<file path="config.mk">
export PLATFORM = sky130hd
export DESIGN_NAME = leb128_encoder_flat
export DESIGN_NICKNAME = d
export VERILOG_FILES = /design/src/rtl/leb128_encoder_pkg.sv /design/src/rtl/leb128_encoder_if.sv /design/src/rtl/leb128_encoder.sv /design/src/flat_wrapper.sv
export SDC_FILE = /design/constraint.sdc
export NUM_CORES = 1
export LEC_CHECK = 0
export ABC_AREA = 0
export CORE_ASPECT_RATIO = 1.25
export CORE_UTILIZATION = 45
export CTS_CLUSTER_DIAMETER = 40
export DETAILED_ROUTE_END_ITERATION = 6
export GPL_ROUTABILITY_DRIVEN = 0
export GPL_TIMING_DRIVEN = 1
export PLACE_DENSITY = 0.75
export SLEW_MARGIN = 0
export SYNTH_ARGS = -nofsm -noshare
export SYNTH_HDL_FRONTEND = slang
export SYNTH_SLANG_ARGS = --single-unit
</file>
<file path="constraint.sdc">
create_clock -name clk -period 2.71 [get_ports clk]
set_input_delay 0.542 -clock clk [delete_from_list [all_inputs] [get_ports clk]]
set_output_delay 0.542 -clock clk [all_outputs]
set_load 0.05 [all_outputs]
</file>
<file path="src/rtl/leb128_encoder_pkg.sv">
// leb128_encoder_pkg
//   Shared definitions for the LEB128 encoder: FSM state encoding and the
//   longest legal encodings for 32-bit and 64-bit operands.
package leb128_encoder_pkg;

    typedef enum logic {
        ST_IDLE = 1'b0,
        ST_EMIT = 1'b1
    } state_t;

    // ceil(32/7) and ceil(64/7) bytes
    localparam int unsigned MAX_LEN_32 = 5;
    localparam int unsigned MAX_LEN_64 = 10;

endpackage

</file>
<file path="src/rtl/leb128_encoder_if.sv">
// leb128_encoder_if
//   Request/response bundle of the LEB128 encoder.
//   Request side : in_valid, in_ready, in_data[63:0], in_signed, in_is64
//   Byte stream  : out_valid, out_ready, out_byte[7:0], out_last, out_index[3:0]
//   Status       : err (one-cycle pulse on a rejected request)
//   slave  = the encoder, master = the requester / byte consumer.
interface leb128_encoder_if;

    logic        in_valid;
    logic        in_ready;
    logic [63:0] in_data;
    logic        in_signed;
    logic        in_is64;
    logic        out_valid;
    logic        out_ready;
    logic [7:0]  out_byte;
    logic        out_last;
    logic [3:0]  out_index;
    logic        err;

    modport slave (
        input  in_valid, in_data, in_signed, in_is64, out_ready,
        output in_ready, out_valid, out_byte, out_last, out_index, err
    );

    modport master (
        output in_valid, in_data, in_signed, in_is64, out_ready,
        input  in_ready, out_valid, out_byte, out_last, out_index, err
    );

endinterface

</file>
<file path="src/rtl/leb128_encoder.sv">
// leb128_encoder
//   Serialises one 32- or 64-bit operand into its ULEB128 or SLEB128 byte
//   sequence, one byte per accepted output handshake.
//   Ports:
//     clk    - single clock, rising edge
//     reset  - synchronous, active-high
//     bus    - leb128_encoder_if.slave (request in, byte stream out, err)
//   Parameter:
//     USE_64B - 1 allows 64-bit operands; 0 rejects them with an err pulse.
module leb128_encoder #(
    parameter bit USE_64B = 1'b1
) (
    input  logic                   clk,
    input  logic                   reset,
    leb128_encoder_if.slave        bus
);
    import leb128_encoder_pkg::*;

    state_t             state_q, state_d;
    logic signed [63:0] work_q, work_d;
    logic               sgn_q, sgn_d;
    logic               is64_q, is64_d;
    logic [3:0]         idx_q, idx_d;
    logic               err_q, err_d;

    logic               term_last;
    logic [3:0]         max_idx;

    // Widen the operand to the 64-bit working register.
    function automatic logic signed [63:0] latch_operand(
        input logic [63:0] d,
        input logic        sgn,
        input logic        w64
    );
        if (w64)
            return $signed(d);
        else if (sgn)
            return $signed({{32{d[31]}}, d[31:0]});
        else
            return $signed({32'b0, d[31:0]});
    endfunction

    function automatic logic signed [63:0] shift7(
        input logic signed [63:0] w,
        input logic               sgn
    );
        return sgn ? (w >>> 7) : (w >> 7);
    endfunction

    // The current byte is final once the remaining bits carry no information:
    // unsigned -> nothing left; signed -> rest is pure sign and bit 6 already
    // shows that sign to the decoder.
    function automatic logic is_last(
        input logic signed [63:0] w,
        input logic               sgn
    );
        logic signed [63:0] sh;
        sh = w >>> 7;
        if (sgn)
            return ((sh == '0) && !w[6]) || ((&sh) && w[6]);
        else
            return (w >> 7) == '0;
    endfunction

    assign max_idx   = is64_q ? 4'(MAX_LEN_64 - 1) : 4'(MAX_LEN_32 - 1);
    // Length cap is a backstop; the termination rule already ends in range.
    assign term_last = is_last(work_q, sgn_q) || (idx_q == max_idx);

    // State register: control flops reset, datapath flops free-running.
    always_ff @(posedge clk) begin
        if (reset) begin
            state_q <= ST_IDLE;
            idx_q   <= '0;
            err_q   <= 1'b0;
        end else begin
            state_q <= state_d;
            idx_q   <= idx_d;
            err_q   <= err_d;
        end
        work_q <= work_d;
        sgn_q  <= sgn_d;
        is64_q <= is64_d;
    end

    // Next-state and datapath update.
    always_comb begin
        state_d = state_q;
        work_d  = work_q;
        sgn_d   = sgn_q;
        is64_d  = is64_q;
        idx_d   = idx_q;
        err_d   = 1'b0;
        case (state_q)
            ST_IDLE: begin
                if (bus.in_valid) begin
                    if (bus.in_is64 && !USE_64B) begin
                        // Consumed but not encoded.
                        err_d = 1'b1;
                    end else begin
                        state_d = ST_EMIT;
                        sgn_d   = bus.in_signed;
                        is64_d  = bus.in_is64 & USE_64B;
                        idx_d   = '0;
                        work_d  = latch_operand(bus.in_data, bus.in_signed,
                                                bus.in_is64 & USE_64B);
                    end
                end
            end
            ST_EMIT: begin
                if (bus.out_ready) begin
                    if (term_last) begin
                        state_d = ST_IDLE;
                        idx_d   = '0;
                    end else begin
                        work_d = shift7(work_q, sgn_q);
                        idx_d  = idx_q + 4'd1;
                    end
                end
            end
            default: state_d = ST_IDLE;
        endcase
    end

    // Outputs; reset masks everything so no byte escapes in the reset cycle.
    always_comb begin
        bus.in_ready  = (state_q == ST_IDLE) && !reset;
        bus.out_valid = 1'b0;
        bus.out_byte  = '0;
        bus.out_last  = 1'b0;
        bus.out_index = reset ? 4'd0 : idx_q;
        bus.err       = err_q && !reset;
        if ((state_q == ST_EMIT) && !reset) begin
            bus.out_valid = 1'b1;
            bus.out_last  = term_last;
            bus.out_byte  = {~term_last, work_q[6:0]};
        end
    end

endmodule

</file>
<file path="src/flat_wrapper.sv">
// flat-port wrapper written by rule: the top's interface ports become plain ports
module leb128_encoder_flat import leb128_encoder_pkg::*;
#(
    parameter bit USE_64B = 1'b1
)
  (clk, reset, bus_in_valid, bus_in_data, bus_in_signed, bus_in_is64, bus_out_ready, bus_in_ready, bus_out_valid, bus_out_byte, bus_out_last, bus_out_index, bus_err);
  leb128_encoder_if bus_i ();
  input  logic clk;
  input  logic reset;
  input wire logic [$bits(bus_i.in_valid)-1:0] bus_in_valid;
  input wire logic [$bits(bus_i.in_data)-1:0] bus_in_data;
  input wire logic [$bits(bus_i.in_signed)-1:0] bus_in_signed;
  input wire logic [$bits(bus_i.in_is64)-1:0] bus_in_is64;
  input wire logic [$bits(bus_i.out_ready)-1:0] bus_out_ready;
  output wire logic [$bits(bus_i.in_ready)-1:0] bus_in_ready;
  output wire logic [$bits(bus_i.out_valid)-1:0] bus_out_valid;
  output wire logic [$bits(bus_i.out_byte)-1:0] bus_out_byte;
  output wire logic [$bits(bus_i.out_last)-1:0] bus_out_last;
  output wire logic [$bits(bus_i.out_index)-1:0] bus_out_index;
  output wire logic [$bits(bus_i.err)-1:0] bus_err;
  assign bus_i.in_valid = bus_in_valid;
  assign bus_i.in_data = bus_in_data;
  assign bus_i.in_signed = bus_in_signed;
  assign bus_i.in_is64 = bus_in_is64;
  assign bus_i.out_ready = bus_out_ready;
  assign bus_in_ready = bus_i.in_ready;
  assign bus_out_valid = bus_i.out_valid;
  assign bus_out_byte = bus_i.out_byte;
  assign bus_out_last = bus_i.out_last;
  assign bus_out_index = bus_i.out_index;
  assign bus_err = bus_i.err;
  leb128_encoder #(.USE_64B(USE_64B)) u_core (.clk(clk), .reset(reset), .bus(bus_i));
endmodule
</file>
# After elaboration in Yosys (flattened, before gate mapping)
# Cells that the tools add are included.
[word_totals] regBits=71 in_bits=70 output_inout_bits=16 wordCells=50
[classes] addsub=1 n_eq_ne=5 muxes=21 bitwise=2 n_reduce_logical=15
[ops] operator="$mux W64" n=6
[ops] operator="$logic_not A64 Y1" n=2
[ops] operator="$pmux W64 S2" n=1
[ops] operator="$reduce_and A57 Y1" n=1
[ops] operator="$mux W4" n=5
[ops] operator="$mux W8" n=1
[ops] operator="$ne A2 B2 Y1 const B" n=4
[ops] operator="$pmux W4 S2" n=1
[ops] operator="$mux W1" n=6
[ops] operator="$add A4 B1 Y4 const B" n=1
[ops] operator="$eq A4 B4 Y1" n=1
[ops] operator="$logic_and A1 B1 Y1" n=4
[ops] operator="$reduce_and A2 Y1" n=2
[ops] operator="$reduce_and A4 Y1" n=1
[ops] operator="$reduce_and A3 Y1" n=1
[ops] operator="$logic_not A1 Y1" n=2
[ops] operator="$logic_or A1 B1 Y1" n=2
[ops] operator="$not A1 Y1" n=2
[ops] operator="$pmux W1 S2" n=1

# Depth between registers and ports, before layout
[logic_depth] depth_word=8 mapped_depth=5 depth_no_buf=5

# Worst setup path after synthesis
# No wires, ideal clock.
[synth_path] kind="register to register" startpoint="register u_core.work_q[63]" endpoint="register u_core.work_q[0] (enable)" setup_time_ps=426 arrival_time_ps=2535 required_ps=2284 slack_ps=-251 stages_incl_launch_ff=6 path_buffers=0 synth_period_minus_slack_ps=2961 cell_sequence="edfxtp_1 > nand4_1 > nor4_1 > nand4_1 > nor3b_2 > a31o_1"
[synth_via] elab_chain_cells=7 word_cells_on_any_way=10 cone_classes="eq/ne (1); mux (1); reduce/logical (8)"
[synth_lines] element="start: declaration" line_no="leb128_encoder.sv:20" source="logic signed [63:0] work_q, work_d;"
[synth_lines] element="start signal: assignment" line_no="leb128_encoder.sv:80" source="work_q <= work_d;"
[synth_lines] element="$logic_not A64 Y1 or $reduce_and A57 Y1 (tied branches)" line_no="leb128_encoder.sv:60" source="return ((sh == '0) && !w[6]) || ((&sh) && w[6]);"
[synth_lines] element="$logic_and A1 B1 Y1" line_no="leb128_encoder.sv:60"
[synth_lines] element="$logic_or A1 B1 Y1" line_no="leb128_encoder.sv:60"
[synth_lines] element="$mux W1 *" line_no="leb128_encoder.sv:59" source="if (sgn)"
[synth_lines] element="$logic_or A1 B1 Y1 *" line_no="leb128_encoder.sv:67" source="assign term_last = is_last(work_q, sgn_q) || (idx_q == max_idx);"
[synth_lines] element="$ne A2 B2 Y1 (no source line) *"
[synth_lines] element="$reduce_and A3 Y1 (no source line) *"
# Every way passes the cells marked *; elsewhere a longest branch is shown, timed or not.
# A chain may end at the register's enable or synchronous reset.

# Worst setup path in the final report
[layout_path] startpoint="register u_core.work_q[57]" endpoint="output port bus_out_byte[7]"
[layout_via] elab_chain_cells=7 word_cells_on_any_way=10 cone_classes="mux (2); bitwise (1); reduce/logical (7)"
[layout_lines] element="$logic_not A64 Y1 or $reduce_and A57 Y1 (tied branches)" line_no="leb128_encoder.sv:60"
[layout_lines] element="$logic_and A1 B1 Y1" line_no="leb128_encoder.sv:60"
[layout_lines] element="$logic_or A1 B1 Y1" line_no="leb128_encoder.sv:60"
[layout_lines] element="$mux W1 *" line_no="leb128_encoder.sv:59"
[layout_lines] element="$logic_or A1 B1 Y1 *" line_no="leb128_encoder.sv:67"
[layout_lines] element="$not A1 Y1 *" line_no="leb128_encoder.sv:135" source="bus.out_byte = {~term_last, work_q[6:0]};"
[layout_lines] element="$mux W8 *" line_no="leb128_encoder.sv:132" source="if ((state_q == ST_EMIT) && !reset) begin"
[layout_lines] element="end: declaration" line_no="flat_wrapper.sv:17" source="output wire logic [$bits(bus_i.out_byte)-1:0] bus_out_byte;"
# Marks and branches as above.

==> results.ini <==
[worst_setup_path]
critPathMaxStageDelay_ns = 0.44
crit_arrival_ns = 2.12
critical-path-top-delay-family = simple AND/OR/NAND/NOR gates
crit_path_start_kind = register
critPathBufInv = 1
slowest_stage = edfxtp_1
cp_cell_sequence = nor4_2, nand4_1, nor4_4, nor3b_4, and2_4, buf_12
cp.required_ns = 2.17
endpoint_kind = primary output
cp_max_fo = 3
critPathKind = reg -> out

[clock_network]
clk_latency_ns = 0.35
cts_tree = yes
cts_buffers = 9
cts.sinks = 71
clock-root-buffer = clkbuf_8
clock_path_buffers = 2
clkTransAtPathRegs_ns = 0.08
cts_max_level = 3

[yosys]
synth_area_um2 = 3480
synth_top_area_share_pct = 56.9
syn-num-nets = 369
synth_seq_cells = 71
synth_top_area_cell = edfxtp_1
synth_cells = 298
synthFlopType = edfxtp_1
yosys-top-cells-area = edfxtp_1 (57%), mux2_2 (10%), a21oi_1 (4.9%), o21ai_0 (3.6%), nand2_1 (3.6%)
ys_async_sr_fraction_pct = 0
ys_top_cells_by_count = edfxtp_1 (66), a21oi_1 (34), nand2_1 (33)
yosys.cell_count.top_type = edfxtp_1
yosysUniqueCellTypes = 33
yosysSeqAreaShare_pct = 59.8
synth_edf_count = 66
avgSynthCellArea_um2 = 11.7
synth-warning-count = 0

[sta]
hold_violations = 0
setup_viol = 0
whs_ns = 0.569
fmax_ghz = 0.375
skew_ns = 0.0139
drv_slew = 0
finalCriticalPeriod_ns = 2.67
rsz0062_at_grt = yes
period_share_pct = 98.4
fin_ws_ns = 0.0443

[power_and_ir_drop]
power_frac_comb_pct = 14.5
p_seq_share_pct = 48.2
p_sw_share_pct = 23.1
p_sw_mw = 0.680
intPower_mw = 2.27
p_clk_share_pct = 37.3
powerDensity_nw_per_um2 = 592
irDropWorstVdd_uv = 412
p_leak_nw = 1.71

[die]
die_w_um = 80.7
start_util_pct = 46.8
die-area_um2 = 8100
core_area_um2 = 7440
ios = 86
die_h_um = 100
row_count = 35

[finish]
drive_gt1_share_pct = 23.5
fill_cells = 560
n_antenna_cell = 0
nNetsFinal = 462
multiInputGateArea_um2 = 1390
finalInstanceArea_um2 = 4980
seq_area_um2 = 2080
area_growth_pct = 43.1

[placed_design]
hpwl_um = 6010
numPortBuffers = 84
postPlaceCellArea_um2 = 4590
post-place-ws_ns = 0.241

[grt]
grt_overflow = 0
grt_use_total_pct = 22.9
grt_pass1_wl_um = 13500
antenna_found_initial = 0
grt_max_degree = 64
grt_pass1_vias = 2684

[drt]
avgRoutedWirePerCell_um = 17.8
routed_wl_um = 8660
vias = 2776
via_per_inst = 5.69
dr.pass1.iters = 4
ant_nets = 0
drcViolationCount = 0
drtIter0Drc = 145

[run_status]
status = finished clean

[worst_hold_path]
hp-class = reg -> reg

[flow_run]
drv_cap = 0

cells in the final DEF, fill, tap and decap left out, types with 3 or more instances in the layout:
cell type	synthesis	routed
clkdlybuf4s50_1	0	69
edfxtp_1	66	66
a21oi_1	34	34
nand2_1	33	33
mux2_2	32	32
o21ai_0	25	25
nand4_1	18	18
buf_12	0	16
buf_4	1	16
clkbuf_8	0	9
nor2_1	8	8
nor4_2	1	8
nor4_1	16	8
nor2b_1	8	7
and2_1	8	7
nor3_1	5	5
bufinv_16	0	4
dfxtp_1	5	4
nand3_1	3	3
a22o_1	3	3
metal layers:
layer  global-route usage, %  share of wire, %  vias to the layer above
li1                        -                 -                     1329
met1                    27.7                40                     1310
met2                    39.2                52                      118
met3                    3.45               5.0                       19
met4                    11.7               3.0                        0
met5                       0                 0                        -
power by group through the flow:
| stage | clock [mW] | sequential [mW] | combinational [mW] |
|---|---|---|---|
| floorplan | 0 | 1.41 | 0.216 |
| global placement | 0 | 1.43 | 0.403 |
| detailed placement | 0 | 1.44 | 0.408 |
| CTS | 1.11 | 1.42 | 0.424 |
| global route | 1.15 | 1.43 | 0.461 |
| finish | 1.10 | 1.42 | 0.427 |
sequential cells by signal, summed over array words and instances, names as in the netlist:
register and cells:
u_core.idx_q 4, u_core.is64_q 1, u_core.sgn_q 1, u_core.state_q 1, u_core.work_q 64
cells by family (layout without fill, tap and decap cells):
family,after synthesis,after routing,share of synthesized area [%]
adders and majority gates,1,1,0.359
DFF,71,71,59.8
and+or+nand+nor,104,104,16.0
other,1,1,0.108
muxes,32,32,10.3
AOI/OAI and AO/OA,68,68,10.6
xor gates and xnor gates,2,2,0.503
buffers and inverters,19,117,2.23
final timing paths:
check | startpoint | slack (ns) | cells after the start | to
max | u_core.work_q[57]$_DFFE_PP_ | 0.04 | 6 | bus_out_byte[7]
min | u_core.idx_q[1]$_SDFFE_PP0P_ | 0.57 | 1 | u_core.idx_q[1]$_SDFFE_PP0P_
max reg2reg | u_core.work_q[57]$_DFFE_PP_ | 0.18 | 8 | u_core.work_q[49]$_DFFE_PP_
min reg2reg | u_core.idx_q[1]$_SDFFE_PP0P_ | 0.57 | 1 | u_core.idx_q[1]$_SDFFE_PP0P_
stage by stage:
stage	setup TNS (ns)	total power, mW	cells	util, %
after global routing	-0.0567	3.04	488	66.9
after floorplan	0	1.62	298	-
after detailed placement	0	1.84	464	61.7
after global placement	0	1.83	464	61.7
after CTS	-0.000119	2.95	486	66.4
final	0	2.95	488	66.9
repair_timing:
item	in CTS	in global routing
setup buffers	6	2
hold buffers	0	0
endpoints found under the setup margin	2	2
pin swaps	5	5
gates resized for setup	8	4
final cells by class:
cell class              count  share of cell area (%)
clock buffers              10                    2.56
clock inverters             6                    2.69
multi-input cells         208                    27.9
flip-flops and latches     71                    41.8
well taps                  92                    2.31
repair buffers            101                    22.7
Note: power is estimated with default switching activity, not from simulation.
